### config.mk
export PLATFORM = sky130hd
export DESIGN_NAME = n64_snac_sequencer_flat
export DESIGN_NICKNAME = d
export VERILOG_FILES = /design/src/rtl/n64_snac_pkg.sv /design/src/rtl/n64_snac_sequencer_if.sv /design/src/rtl/n64_snac_rr_arb.sv /design/src/rtl/n64_snac_sequencer.sv /design/src/flat_wrapper.sv
export SDC_FILE = /design/constraint.sdc
export NUM_CORES = 1
export LEC_CHECK = 0
export ABC_AREA = 0
export BUFFER_PORTS_ARGS = -buffer_cell sky130_fd_sc_hd__buf_2
export CAP_MARGIN = 20
export CORE_MARGIN = 4
export CORE_UTILIZATION = 58
export CTS_CLUSTER_SIZE = 25
export DETAILED_ROUTE_END_ITERATION = 7
export PLACE_DENSITY_LB_ADDON = 0.25
export SLEW_MARGIN = 10
export SYNTH_ARGS = -nofsm -noshare
export SYNTH_HDL_FRONTEND = slang
export SYNTH_SLANG_ARGS = --single-unit
### constraint.sdc
create_clock -name clk_1x -period 3.8 [get_ports clk_1x]
set_input_delay 0.57 -clock clk_1x [delete_from_list [all_inputs] [get_ports clk_1x]]
set_output_delay 0.57 -clock clk_1x [all_outputs]
set_load 0.02 [all_outputs]
### src/rtl/n64_snac_pkg.sv
// Shared types and constants for the N64 SNAC joybus sequencer.
package n64_snac_pkg;

    typedef logic [5:0] cnt_t;
    typedef logic [7:0] byte_t;

    localparam int unsigned GapCyclesDefault = 160;

    typedef enum logic [2:0] {
        StIdle,
        StLoad,
        StStart,
        StSendWait,
        StSendNext,
        StRecv,
        StGap
    } snac_state_e;

    // Index of the byteRec that closes a transaction; a zero-length receive still
    // sees one stop-bit pulse.
    function automatic cnt_t last_rx_idx(input cnt_t recv_cnt);
        return (recv_cnt == '0) ? '0 : recv_cnt - cnt_t'(1);
    endfunction

endpackage

### src/rtl/n64_snac_sequencer_if.sv
// Joybus PHY control/status bundle between the sequencer (master) and the PHY (slave).
interface n64_snac_sequencer_if;
    import n64_snac_pkg::*;

    logic  phy_reset;
    logic  phy_start;
    byte_t phy_cmdData;
    cnt_t  phy_sendCnt;
    cnt_t  phy_receiveCnt;
    logic  phy_toPad_ena;
    logic  phy_ready;
    logic  phy_byteRec;
    byte_t phy_dataOut;
    logic  phy_timeout;

    modport master (
        output phy_reset, phy_start, phy_cmdData, phy_sendCnt, phy_receiveCnt, phy_toPad_ena,
        input  phy_ready, phy_byteRec, phy_dataOut, phy_timeout
    );

    modport slave (
        input  phy_reset, phy_start, phy_cmdData, phy_sendCnt, phy_receiveCnt, phy_toPad_ena,
        output phy_ready, phy_byteRec, phy_dataOut, phy_timeout
    );

endinterface

### src/rtl/n64_snac_rr_arb.sv
// Two-way round-robin arbiter; the requester not granted last wins a tie.
module n64_snac_rr_arb (
    input  logic       clk_1x,
    input  logic       reset_n,
    input  logic [1:0] req,
    input  logic       advance,
    output logic [1:0] grant
);

    logic last_q;

    always_comb begin
        grant = req;
        if (req == 2'b11) begin
            grant = last_q ? 2'b01 : 2'b10;
        end
    end

    // Pointer starts at requester 1 so requester 0 wins the first tie.
    always_ff @(posedge clk_1x or negedge reset_n) begin
        if (!reset_n) begin
            last_q <= 1'b1;
        end else if (advance) begin
            last_q <= grant[1];
        end
    end

endmodule

### src/rtl/n64_snac_sequencer.sv
// Arbitrates two joybus requesters and runs one send/receive transaction at a time
// through the PHY, enforcing an idle gap between transactions.
module n64_snac_sequencer
    import n64_snac_pkg::*;
#(
    parameter int unsigned GAP_CYCLES = GapCyclesDefault
) (
    input  logic       clk_1x,
    input  logic       reset_n,
    input  logic [1:0] req,
    output logic [1:0] gnt,
    input  cnt_t       send_cnt0,
    input  cnt_t       send_cnt1,
    input  cnt_t       recv_cnt0,
    input  cnt_t       recv_cnt1,
    output cnt_t       tx_idx,
    input  byte_t      tx_data0,
    input  byte_t      tx_data1,
    output logic       rx_we,
    output cnt_t       rx_idx,
    output byte_t      rx_data,
    output logic [1:0] done,
    output logic [1:0] err,
    n64_snac_sequencer_if.master phy
);

    localparam int unsigned GapW = (GAP_CYCLES > 1) ? $clog2(GAP_CYCLES) : 1;

    snac_state_e     state_q, state_d;
    logic [1:0]      gnt_q, gnt_d, done_q, done_d, err_q, err_d;
    logic            rx_we_q, rx_we_d;
    cnt_t            rx_idx_q, rx_idx_d;
    byte_t           rx_data_q, rx_data_d;
    logic            phy_start_q, phy_start_d, to_pad_q, to_pad_d;
    byte_t           cmd_q, cmd_d;
    cnt_t            phy_send_q, phy_send_d, phy_recv_q, phy_recv_d;
    cnt_t            tx_idx_q, tx_idx_d, send_cnt_q, send_cnt_d, recv_cnt_q, recv_cnt_d;
    cnt_t            k_q, k_d;
    logic            seen_low_q, seen_low_d, next_phase_q, next_phase_d;
    logic            done_pend_q, done_pend_d;
    logic [GapW-1:0] gap_cnt_q, gap_cnt_d;
    logic            phy_reset_q;
    logic            arb_advance;
    logic [1:0]      arb_gnt;
    byte_t           tx_sel;
    cnt_t            send_sel, recv_sel;

    n64_snac_rr_arb u_arb (
        .clk_1x  (clk_1x),
        .reset_n (reset_n),
        .req     (req),
        .advance (arb_advance),
        .grant   (arb_gnt)
    );

    assign tx_sel   = gnt_q[1] ? tx_data1 : tx_data0;
    assign send_sel = gnt_q[1] ? send_cnt1 : send_cnt0;
    assign recv_sel = gnt_q[1] ? recv_cnt1 : recv_cnt0;

    always_comb begin
        state_d      = state_q;
        gnt_d        = gnt_q;
        done_d       = '0;
        err_d        = '0;
        rx_we_d      = 1'b0;
        rx_idx_d     = rx_idx_q;
        rx_data_d    = rx_data_q;
        phy_start_d  = 1'b0;
        to_pad_d     = 1'b0;
        cmd_d        = cmd_q;
        phy_send_d   = phy_send_q;
        phy_recv_d   = phy_recv_q;
        tx_idx_d     = tx_idx_q;
        send_cnt_d   = send_cnt_q;
        recv_cnt_d   = recv_cnt_q;
        k_d          = k_q;
        seen_low_d   = seen_low_q;
        next_phase_d = next_phase_q;
        done_pend_d  = done_pend_q;
        gap_cnt_d    = gap_cnt_q;
        arb_advance  = 1'b0;

        case (state_q)
            StIdle: begin
                tx_idx_d = '0;
                if (req != 2'b00) begin
                    gnt_d       = arb_gnt;
                    arb_advance = 1'b1;
                    state_d     = StLoad;
                end
            end
            StLoad: begin
                send_cnt_d = send_sel;
                recv_cnt_d = recv_sel;
                if (send_sel == '0) begin
                    err_d   = gnt_q;
                    state_d = StGap;
                end else begin
                    state_d = StStart;
                end
            end
            StStart: begin
                cmd_d       = tx_sel;
                phy_send_d  = send_cnt_q;
                phy_recv_d  = recv_cnt_q;
                phy_start_d = 1'b1;
                seen_low_d  = 1'b0;
                state_d     = StSendWait;
            end
            StSendWait: begin
                if (phy.phy_timeout) begin
                    err_d    = gnt_q;
                    tx_idx_d = '0;
                    state_d  = StGap;
                end else if (!seen_low_q) begin
                    seen_low_d = !phy.phy_ready;
                end else if (tx_idx_q >= send_cnt_q - cnt_t'(1)) begin
                    // Last byte is already with the PHY; it turns the bus around itself.
                    k_d     = '0;
                    state_d = StRecv;
                end else if (phy.phy_ready) begin
                    tx_idx_d     = tx_idx_q + cnt_t'(1);
                    next_phase_d = 1'b0;
                    state_d      = StSendNext;
                end
            end
            StSendNext: begin
                if (!next_phase_q) begin
                    next_phase_d = 1'b1;
                end else begin
                    cmd_d      = tx_sel;
                    to_pad_d   = 1'b1;
                    seen_low_d = 1'b0;
                    state_d    = StSendWait;
                end
            end
            StRecv: begin
                if (phy.phy_timeout) begin
                    err_d    = gnt_q;
                    tx_idx_d = '0;
                    state_d  = StGap;
                end else if (phy.phy_byteRec) begin
                    if (k_q < recv_cnt_q) begin
                        rx_we_d   = 1'b1;
                        rx_idx_d  = k_q;
                        rx_data_d = phy.phy_dataOut;
                    end
                    if (k_q == last_rx_idx(recv_cnt_q)) begin
                        done_pend_d = 1'b1;
                        tx_idx_d    = '0;
                        state_d     = StGap;
                    end else begin
                        k_d = k_q + cnt_t'(1);
                    end
                end
            end
            StGap: begin
                // done trails the final rx_we by one cycle; grant drops after done/err.
                if (done_pend_q) begin
                    done_d      = gnt_q;
                    done_pend_d = 1'b0;
                end else if (gnt_q != 2'b00) begin
                    gnt_d     = '0;
                    gap_cnt_d = '0;
                end else if (gap_cnt_q == GapW'(GAP_CYCLES - 1)) begin
                    gap_cnt_d = '0;
                    state_d   = StIdle;
                end else begin
                    gap_cnt_d = gap_cnt_q + GapW'(1);
                end
            end
            default: state_d = StIdle;
        endcase
    end

    always_ff @(posedge clk_1x or negedge reset_n) begin
        if (!reset_n) begin
            state_q      <= StIdle;
            gnt_q        <= '0;
            done_q       <= '0;
            err_q        <= '0;
            rx_we_q      <= 1'b0;
            rx_idx_q     <= '0;
            rx_data_q    <= '0;
            phy_start_q  <= 1'b0;
            to_pad_q     <= 1'b0;
            cmd_q        <= '0;
            phy_send_q   <= '0;
            phy_recv_q   <= '0;
            tx_idx_q     <= '0;
            send_cnt_q   <= '0;
            recv_cnt_q   <= '0;
            k_q          <= '0;
            seen_low_q   <= 1'b0;
            next_phase_q <= 1'b0;
            done_pend_q  <= 1'b0;
            gap_cnt_q    <= '0;
            phy_reset_q  <= 1'b1;
        end else begin
            state_q      <= state_d;
            gnt_q        <= gnt_d;
            done_q       <= done_d;
            err_q        <= err_d;
            rx_we_q      <= rx_we_d;
            rx_idx_q     <= rx_idx_d;
            rx_data_q    <= rx_data_d;
            phy_start_q  <= phy_start_d;
            to_pad_q     <= to_pad_d;
            cmd_q        <= cmd_d;
            phy_send_q   <= phy_send_d;
            phy_recv_q   <= phy_recv_d;
            tx_idx_q     <= tx_idx_d;
            send_cnt_q   <= send_cnt_d;
            recv_cnt_q   <= recv_cnt_d;
            k_q          <= k_d;
            seen_low_q   <= seen_low_d;
            next_phase_q <= next_phase_d;
            done_pend_q  <= done_pend_d;
            gap_cnt_q    <= gap_cnt_d;
            phy_reset_q  <= 1'b0;
        end
    end

    assign gnt                = gnt_q;
    assign done               = done_q;
    assign err                = err_q;
    assign rx_we              = rx_we_q;
    assign rx_idx             = rx_idx_q;
    assign rx_data            = rx_data_q;
    assign tx_idx             = tx_idx_q;
    assign phy.phy_reset      = phy_reset_q;
    assign phy.phy_start      = phy_start_q;
    assign phy.phy_cmdData    = cmd_q;
    assign phy.phy_sendCnt    = phy_send_q;
    assign phy.phy_receiveCnt = phy_recv_q;
    assign phy.phy_toPad_ena  = to_pad_q;

endmodule

### src/flat_wrapper.sv
// flat-port wrapper written by rule: the top's interface ports become plain ports
module n64_snac_sequencer_flat import n64_snac_pkg::*;
#(
    parameter int unsigned GAP_CYCLES = GapCyclesDefault
)
  (clk_1x, reset_n, req, gnt, send_cnt0, send_cnt1, recv_cnt0, recv_cnt1, tx_idx, tx_data0, tx_data1, rx_we, rx_idx, rx_data, done, err, phy_phy_reset, phy_phy_start, phy_phy_cmdData, phy_phy_sendCnt, phy_phy_receiveCnt, phy_phy_toPad_ena, phy_phy_ready, phy_phy_byteRec, phy_phy_dataOut, phy_phy_timeout);
  n64_snac_sequencer_if phy_i ();
  input  logic clk_1x;
  input  logic reset_n;
  input  logic [1:0] req;
  output logic [1:0] gnt;
  input  cnt_t send_cnt0;
  input  cnt_t send_cnt1;
  input  cnt_t recv_cnt0;
  input  cnt_t recv_cnt1;
  output cnt_t tx_idx;
  input  byte_t tx_data0;
  input  byte_t tx_data1;
  output logic rx_we;
  output cnt_t rx_idx;
  output byte_t rx_data;
  output logic [1:0] done;
  output logic [1:0] err;
  output wire logic [$bits(phy_i.phy_reset)-1:0] phy_phy_reset;
  output wire logic [$bits(phy_i.phy_start)-1:0] phy_phy_start;
  output wire logic [$bits(phy_i.phy_cmdData)-1:0] phy_phy_cmdData;
  output wire logic [$bits(phy_i.phy_sendCnt)-1:0] phy_phy_sendCnt;
  output wire logic [$bits(phy_i.phy_receiveCnt)-1:0] phy_phy_receiveCnt;
  output wire logic [$bits(phy_i.phy_toPad_ena)-1:0] phy_phy_toPad_ena;
  input wire logic [$bits(phy_i.phy_ready)-1:0] phy_phy_ready;
  input wire logic [$bits(phy_i.phy_byteRec)-1:0] phy_phy_byteRec;
  input wire logic [$bits(phy_i.phy_dataOut)-1:0] phy_phy_dataOut;
  input wire logic [$bits(phy_i.phy_timeout)-1:0] phy_phy_timeout;
  assign phy_phy_reset = phy_i.phy_reset;
  assign phy_phy_start = phy_i.phy_start;
  assign phy_phy_cmdData = phy_i.phy_cmdData;
  assign phy_phy_sendCnt = phy_i.phy_sendCnt;
  assign phy_phy_receiveCnt = phy_i.phy_receiveCnt;
  assign phy_phy_toPad_ena = phy_i.phy_toPad_ena;
  assign phy_i.phy_ready = phy_phy_ready;
  assign phy_i.phy_byteRec = phy_phy_byteRec;
  assign phy_i.phy_dataOut = phy_phy_dataOut;
  assign phy_i.phy_timeout = phy_phy_timeout;
  n64_snac_sequencer #(.GAP_CYCLES(GAP_CYCLES)) u_core (.clk_1x(clk_1x), .reset_n(reset_n), .req(req), .gnt(gnt), .send_cnt0(send_cnt0), .send_cnt1(send_cnt1), .recv_cnt0(recv_cnt0), .recv_cnt1(recv_cnt1), .tx_idx(tx_idx), .tx_data0(tx_data0), .tx_data1(tx_data1), .rx_we(rx_we), .rx_idx(rx_idx), .rx_data(rx_data), .done(done), .err(err), .phy(phy_i));
endmodule
==> results of run 1 <==
final cells by class:
cell class | count | area (um2) | share of cell area
clock inverter | 7 | 98.8 | 0.0186
multi-input combinational | 327 | 2240 | 0.422
timing repair buffer | 108 | 566 | 0.107
tap | 99 | 124 | 0.0234
sequential | 83 | 2080 | 0.392
inverter | 19 | 71.3 | 0.0135
clock buffer | 9 | 124 | 0.0234
layer usage:
layer / up-vias / share of wire / GRT usage
met2: 134 / 0.49 / 0.405
met3: 19 / 0.069 / 0.0539
met1: 1807 / 0.43 / 0.306
met5: - / 0 / 0
met4: 0 / 0.020 / 0.0865
li1: 1808 / - / -
logic make-up after synthesis:
| kind of cell | after synthesis | synth area share |
|---|---|---|
| and+or+nand+nor | 151 | 0.166 |
| xor gates and xnor gates | 12 | 0.0234 |
| other | 1 | 0.000834 |
| muxes | 47 | 0.112 |
| buffers and inverters | 41 | 0.0406 |
| AOI/OAI and AO/OA | 100 | 0.150 |
| DFF | 83 | 0.463 |
| adders and majority gates | 16 | 0.0445 |
registers in the layout, summed over array words and instances, names as in the netlist, 2 cells and up:
name / count
u_core.phy.phy_receiveCnt: 6
u_core.state_q: 3
u_core.k_q: 6
u_core.gnt: 2
u_core.rx_data: 8
u_core.err: 2
u_core.tx_idx: 6
u_core.gap_cnt_q: 8
u_core.recv_cnt_q: 6
u_core.phy.phy_cmdData: 8
u_core.done: 2
u_core.phy.phy_sendCnt: 6
u_core.send_cnt_q: 6
u_core.rx_idx: 6
layout by cell type (no fill, tap or decap), types with 6 or more instances in the layout:
master and count:
buf_2 103, dfrtp_1 81, nand2_1 39, nor2_1 38, a21oi_1 28, o21ai_0 24
mux2i_1 21, inv_1 19, nand3_1 18, mux2_2 17, ha_1 16, nor3_1 12
a21o_1 9, mux2_1 9, clkbuf_8 9, xnor2_1 7, a31oi_1 6
report_power, final:
part	internal, mW	total [mW]	switching [mW]
Sequential	1.19	1.56	0.366
Clock	0.376	0.716	0.340
Combinational	0.761	1.82	1.06
Total	2.33	4.10	1.77
worst max-delay path, delay by kind of cell (launching register included):
kind	cells	cell delay (ps)
AND/OR/NAND/NOR	4	930
AO/OA/AOI/OAI	3	880
adder cells (fa/ha/maj)	2	490
flip-flops	1	420
XOR/XNOR	1	160
buffers and inverters	1	90
through the flow:
stage / power (mW) / setup WS (ps) / util
2_1_floorplan: 2.88 / 1230 / -
3_3_place_gp: 3.30 / 930 / 0.683
3_5_place_dp: 3.39 / 809 / 0.683
4_1_cts: 4.12 / 734 / 0.713
5_1_grt: 4.42 / 466 / 0.716
6_report: 4.10 / 731 / 0.716
how the worst max path moves through the flow:
stage	end	cells after the start
2_1_floorplan	u_core.tx_idx[3]	11
3_3_place_gp	u_core.tx_idx[5]	11
3_5_place_dp	u_core.tx_idx[3]	11
4_1_cts	u_core.tx_idx[3]	11
5_1_grt	u_core.tx_idx[3]	11
6_report	u_core.tx_idx[3]	11
==> flow_summary_export.csv, run 1 <==
group,metric,value,unit
clock_tree,cts_tree,"yes",
sta,slew_viol_final,0,
finish,antennaDiodeCount,0,
sta,timing.fmax,326,MHz
sta,setup_viol,0,
clock_tree,clock_sinks,83,
floorplanning,coreArea,0.00741,mm2
min_path,hold_path_class,"in2async",
sta,finalHoldViolations,0,
finish,fin_cells,652,
synth,ys_ff_latch,83,
pwr,power_density,773,mW/mm2
floorplanning,initial_utilization,0.607,
critical_path,worst_setup_path_end_kind,"flop",
route,first_pass_iters,5,
synth,syn_inst,451,
synth,post-synth-top-area-fraction,0.451,
clock_tree,cts_max_path_buffers,2,
floorplanning,die_x,96.0,um
sta,max-slew-margin-rel,0.396,
finish,areaGrowthSynthToFinish,17.9,%
flow_run,maxCapViolations,0,
critical_path,cp.required,4070,ps
floorplanning,io_pins,105,
sta,worst-slew-pin-transition,902,ps
sta,fin_crit,3070,ps
grt,grt_first_pass_wirelength,17.4,mm
place,globalplace.congestion,0.928,
finish,drive_gt1_frac,0.282,
place,hpwl,7.47,mm
synth,async_flop_share,1.00,
sta,fin_skew,8.56,ps
route,postRouteAntennaNets,0,
synth,ys_top_cells_by_area,"dfrtp_1, mux2i_1, ha_1",
critical_path,start_kind,"flop",
clock_tree,clkTransAtPathRegs,90,ps
route,drcViolationCount,0,
grt,overflow,0,
synth,ys_seq_area_frac,0.463,
clock_tree,htreeDepth,3,
synth,synth_common_cells,"dfrtp_1, nand2_1, nor2_1",
clock_tree,cts_setup_buffers,0,
synth,synth.most_common_cell,"dfrtp_1",
finish,fillers,572,
route,vias,3768,
synth,netlist-cell-type-count,61,
critical_path,cp_slowest_stage_delay,550,ps
synth,ys.warnings.count,0,
synth,synth-edff-count,0,
sta,rsz0062_at_grt,"no",
floorplanning,die_h,96.0,um
critical_path,r2r_slack,730,ps
critical_path,reg2reg_depth,11,
run_status,status,"complete, no violations",
synth,netlist_area,0.00450,mm2
critical_path,criticalPathCategory,"reg2reg",
critical_path,r2r_start,"u_core.send_cnt_q[0]",
place,io_buffers,104,
place,placedCellCount,635,
route,avgViaCountPerCell,5.78,
route,dr.first_iter.drc_count,239,
clock_tree,holdBufCountCts,0,
synth,synth-main-ff-cell,"dfrtp_1",
finish,final_area,0.00530,mm2
sta,whs,166,ps
critical_path,cpMaxStageDelayCell,"nor4_1",
clock_tree,clock_latency,360,ps
floorplanning,die_area,0.00922,mm2
clock_tree,ctsResizeCount,0,
sta,post-route-period-util,0.808,
grt,antenna_found_initial,0,
critical_path,r2r_end,"u_core.tx_idx[3]",
grt,grt_pass1_vias,3637,
synth,syn_nets,522,
synth,syn-mean-instance-area,9.97,um2
critical_path,worstPathMaxFanout,6,
clock_tree,cts_inserted_buffers,9,
grt,grt_util_all_layers,0.242,
pwr,peakVddDrop,364,uV
floorplanning,row_count,31,
route,wl_per_cell,16.0,um
clock_tree,clockRootBuffer,"clkbuf_8",
grt,grt_max_degree,84,
route,postRouteWirelength,10.4,mm
critical_path,startpoint,"u_core.send_cnt_q[0]",
pwr,p_leak,2.52,nW
place,placed_cell_area,0.00506,mm2
sta,setup_tns,0,ps
synth,yosys.area.top_type,"dfrtp_1",
finish,final_nets,619,
critical_path,cp_cell_sequence,"inv_1, ha_1, nand2_1, xor2_1, ha_1, a21o_1, a221oi_2, nand3_1, nor4_1, nand2_1, a31oi_1",
critical_path,cp_data_arrival_time,3340,ps
Power figures use the tool's default switching activity.
==> run 2: changes to the inputs <==
- CORE_UTILIZATION: 58 -> 49
- clock period: 3.8 -> 2.7 ns (I/O delays scaled with it)
==> flow_summary_export.csv, run 2 (synthesis gave the netlist of run 1 again) <==
group,metric,value,unit
critical_path,cp.required,2930,ps
clock_tree,holdBufCountCts,0,
route,avgViaCountPerCell,5.63,
run_status,status,"complete, no violations",
floorplanning,die_area,0.0108,mm2
sta,slew_viol_final,0,
floorplanning,row_count,34,
route,vias,3866,
finish,final_common_cell,"buf_2",
critical_path,reg2reg_depth,13,
sta,finalHoldViolations,0,
critical_path,cp_data_arrival_time,2820,ps
floorplanning,coreArea,0.00881,mm2
critical_path,r2r_slack,110,ps
critical_path,cpMaxStageDelayCell,"dfrtp_1",
sta,whs,46.3,ps
sta,fin_skew,14.4,ps
critical_path,cp_cell_sequence,"inv_2, ha_4, nand2_2, xor2_2, ha_1, a21o_1, a221oi_4, buf_4, buf_4, a21oi_1, o21ai_0, a21oi_1, o31ai_1",
clock_tree,htreeDepth,3,
sta,max-slew-margin-rel,0.431,
route,wl_per_cell,16.1,um
floorplanning,die_h,104,um
pwr,p_sw,2.61,mW
grt,grt_util_all_layers,0.205,
clock_tree,cts_inserted_buffers,9,
critical_path,crit_buf_inv,3,
place,io_buffers,104,
clock_tree,cts_tree,"yes",
floorplanning,initial_utilization,0.511,
clock_tree,clockRootBuffer,"clkbuf_8",
finish,final_cell_mix,"buf_2, dfrtp_1, nand2_1, nor2_1, buf_4",
pwr,seqPwrFrac,0.340,
route,postRouteAntennaNets,0,
critical_path,criticalPathCategory,"reg2reg",
finish,areaGrowthSynthToFinish,24.2,%
place,placed_cell_area,0.00523,mm2
floorplanning,die_x,104,um
min_path,hold_path_class,"in2async",
clock_tree,clock_latency,350,ps
pwr,internal-power,3.46,mW
pwr,p_leak,2.64,nW
sta,worst-slew-pin-transition,851,ps
critical_path,r2r_start,"u_core.send_cnt_q[1]",
pwr,finalPower,6.07,mW
critical_path,worstPathMaxFanout,4,
route,postRouteWirelength,11.1,mm
route,drcViolationCount,0,
grt,grt_first_pass_wirelength,18.3,mm
grt,grt_max_degree,49,
sta,fin_crit,2590,ps
critical_path,worst_setup_path_end_kind,"flop",
sta,setup_tns,0,ps
critical_path,start_kind,"flop",
route,dr.first_iter.drc_count,196,
critical_path,cp_slowest_stage_delay,450,ps
critical_path,r2r_end,"u_core.state_q[1]",
pwr,power_frac_comb,0.494,
finish,final_area,0.00558,mm2
grt,antenna_found_initial,0,
finish,antennaDiodeCount,0,
finish,final_nets,645,
finish,drive_gt1_frac,0.339,
finish,fillers,744,
pwr,power_density,1090,mW/mm2
flow_run,maxCapViolations,0,
pwr,switching_share,0.430,
clock_tree,clkTransAtPathRegs,100,ps
sta,timing.fmax,386,MHz
clock_tree,cts_max_path_buffers,2,
sta,post-route-period-util,0.961,
pwr,peakVddDrop,503,uV
pwr,p_clk_frac,0.166,
clock_tree,clock_sinks,83,
place,dpl_worst_slack,38.0,ps
grt,grt_pass1_vias,3853,
critical_path,cp_top_family,"compound AO/OA/AOI/OAI gates",
sta,finalWorstSetupSlack,106,ps
grt,overflow,0,
route,first_pass_iters,4,
place,globalplace.congestion,0.903,
place,hpwl,8.17,mm
floorplanning,io_pins,105,
sta,setup_viol,0,
==> run 2: stage by stage <==
stage,instances,util
5_1_grt,687,0.634
6_report,687,0.634
3_3_place_gp,664,0.594
4_1_cts,680,0.621
3_5_place_dp,664,0.594
2_1_floorplan,451,-
==> run 2: metal layers <==
| metal | global-route usage | routed length [um] | up-vias |
|---|---|---|---|
| li1 | - | - | 1853 |
| met1 | 0.270 | 4800 | 1851 |
| met2 | 0.334 | 5380 | 141 |
| met3 | 0.0379 | 691 | 21 |
| met4 | 0.0836 | 198 | 0 |
| met5 | 0 | 0 | - |
==> run 2: final cells by class <==
| class | count | area (um2) | area share |
|---|---|---|---|
| multi-input combinational | 327 | 2310 | 0.414 |
| sequential | 83 | 2080 | 0.373 |
| timing repair buffer | 134 | 761 | 0.136 |
| tap | 108 | 135 | 0.0242 |
| clock buffer | 9 | 124 | 0.0222 |
| clock inverter | 7 | 98.8 | 0.0177 |
| inverter | 19 | 71.3 | 0.0128 |
==> run 2: what timing repair did <==
item | 4_1_cts | 5_1_grt
pin swaps | 0 | 10
setup buffers | 0 | 7
setup endpoints to repair | 4 | 8
gates cloned | 0 | 0
resized for setup | 2 | 16
hold endpoints to repair | 0 | 0
==> run 2: power by group through the flow <==
stage	logic [mW]	clock network, mW	registers [mW]
4_1_cts	2.90	1.03	2.05
2_1_floorplan	1.78	0	2.27
5_1_grt	3.30	1.08	2.13
3_3_place_gp	2.79	0	2.05
3_5_place_dp	2.89	0	2.07
6_report	3.00	1.01	2.06
==> run 2: worst max-delay path by stage <==
stage | startpoint | depth (start not counted) | to | slack (ps)
2_1_floorplan | u_core.send_cnt_q[0] | 11 | u_core.tx_idx[3] | 130
3_3_place_gp | u_core.send_cnt_q[0] | 11 | u_core.tx_idx[5] | 200
3_5_place_dp | u_core.send_cnt_q[0] | 12 | u_core.tx_idx[5] | 40
4_1_cts | u_core.send_cnt_q[0] | 12 | u_core.tx_idx[5] | 20
5_1_grt | u_core.send_cnt_q[0] | 12 | u_core.tx_idx[5] | -50
6_report | u_core.send_cnt_q[1] | 13 | u_core.state_q[1] | 110
==> run 2: worst register-to-register path: cells and delay by family, from the launching register on <==
kind	cells	cell delay [ps]
DFF	1	450
and+or+nand+nor	1	60
AOI/OAI and AO/OA	6	990
adders and majority gates	2	450
buffers and inverters	3	370
xor gates and xnor gates	1	150
==> run 3: changes to the inputs <==
- REMOVE_ABC_BUFFERS: unset -> 1
==> flow_summary_export.csv, run 3 (synthesis gave the netlist of run 1 again) <==
group,metric,value,unit
finish,final_nets,640,
grt,top_usage_layer,"met2",
grt,grt_max_degree,49,
clock_tree,clock_latency,350,ps
place,placedCellCount,663,
pwr,peakVddDrop,445,uV
finish,antennaDiodeCount,0,
grt,grt_util_all_layers,0.198,
critical_path,cp_data_arrival_time,2920,ps
finish,fillers,752,
floorplanning,io_pins,105,
clock_tree,htreeDepth,3,
finish,areaGrowthSynthToFinish,21.7,%
finish,drive_gt1_frac,0.319,
sta,worst-slew-pin-transition,894,ps
flow_run,maxCapViolations,0,
min_path,hold_path_class,"in2async",
place,hpwl,7.70,mm
grt,use_met1,0.248,
grt,grtUsageMet3,0.0330,
clock_tree,clkTransAtPathRegs,80,ps
route,vias,3792,
clock_tree,cts_max_path_buffers,2,
critical_path,r2r_start,"u_core.send_cnt_q[1]",
run_status,status,"complete, no violations",
finish,final_common_cell,"buf_2",
clock_tree,cts_tree,"yes",
floorplanning,die_area,0.0108,mm2
grt,use_met2,0.343,
sta,setup_tns,0,ps
critical_path,r2r_end,"u_core.tx_idx[4]",
route,avgViaCountPerCell,5.57,
critical_path,r2r_slack,50,ps
sta,finalHoldViolations,0,
grt,grt_first_pass_wirelength,17.6,mm
floorplanning,coreArea,0.00881,mm2
grt,antenna_found_initial,0,
clock_tree,clockRootBuffer,"clkbuf_8",
pwr,power_density,1070,mW/mm2
sta,timing.fmax,377,MHz
route,dr.first_iter.drc_count,140,
critical_path,cp.required,2960,ps
pwr,p_leak,2.59,nW
floorplanning,die_h,104,um
floorplanning,initial_utilization,0.511,
critical_path,worst_setup_path_end_kind,"flop",
finish,fin_cells,681,
sta,fin_skew,8.47,ps
sta,setup_viol,0,
clock_tree,clock_sinks,83,
floorplanning,row_count,34,
route,drcViolationCount,0,
route,postRouteWirelength,10.5,mm
place,globalplace.congestion,0.909,
clock_tree,cts_inserted_buffers,9,
critical_path,worstPathMaxFanout,5,
critical_path,start_kind,"flop",
sta,rsz0062_at_grt,"yes",
grt,overflow,0,
sta,slew_viol_final,0,
sta,post-route-period-util,0.983,
critical_path,reg2reg_depth,12,
finish,final_cell_mix,"buf_2, dfrtp_1, nand2_1, nor2_1, a21oi_1",
critical_path,criticalPathCategory,"reg2reg",
route,postRouteAntennaNets,0,
grt,grt_pass1_vias,3761,
place,io_buffers,104,
sta,max-slew-margin-rel,0.402,
floorplanning,die_x,104,um
route,wl_per_cell,15.5,um
sta,fin_crit,2650,ps
route,first_pass_iters,4,
-- run 3: metrics by stage --
step                      area (um2)  hold WS, ps  power (mW)  worst slack (ps)   util
after detailed placement        5230          457        4.92              76.7  0.593
after global placement          5230          453        4.82               211  0.593
after floorplan                 4380          109        3.95               127      -
final                           5470         65.6        5.83              47.2  0.621
after global routing            5470          117        6.28             -82.6  0.621
after CTS                       5410         81.9        5.79              19.5  0.614
-- run 3: metal layers --
metal  vias to the layer above  routed length, um
li1                       1863                  -
met1                      1797               4490
met2                       118               5300
met3                        14                511
met4                         0                229
met5                         -                  0
-- run 3: worst max-delay path, stage by stage, from the launching register on --
cell and delay (ps):
dfrtp_1 450, inv_2 100, ha_4 150, nand2_2 50, xor2_1 140, ha_1 320, a21o_1 200, a221oi_4 350
nand3_1 140, nor4_1 300, buf_4 190, nand2_2 50, a31oi_2 130
-- run 3: cell type report --
type	instances	area, um2	area share
inverters	19	71.3	0.0130
repair buffers	129	723	0.132
flip-flops and latches	83	2080	0.380
multi-input cells	327	2280	0.417
clock buffers	10	128	0.0233
clock inverters	5	55.1	0.0101
well taps	108	135	0.0247
-- run 3: power by group --
group | leakage [nW] | internal, mW | switching, mW
clock network | 0.0881 | 0.419 | 0.431
registers | 1.00 | 1.68 | 0.364
logic | 1.50 | 1.23 | 1.70
-- run 3: how the worst max path moves through the flow --
stage / start / to / slack (ps) / depth (start not counted)
global placement: u_core.send_cnt_q[0] / u_core.tx_idx[5] / 210 / 11
finish: u_core.send_cnt_q[1] / u_core.tx_idx[4] / 50 / 12
CTS: u_core.send_cnt_q[0] / u_core.tx_idx[4] / 20 / 12
floorplan: u_core.send_cnt_q[0] / u_core.tx_idx[3] / 130 / 11
detailed placement: u_core.send_cnt_q[0] / u_core.tx_idx[5] / 80 / 12
global route: u_core.send_cnt_q[4] / u_core.tx_idx[4] / -80 / 11
-- run 3: what timing repair did --
item / 4_1_cts / 5_1_grt
buffers inserted: 0 / 3
gates resized for setup: 0 / 11
hold buffers: 0 / 0
setup endpoints to repair: 0 / 11
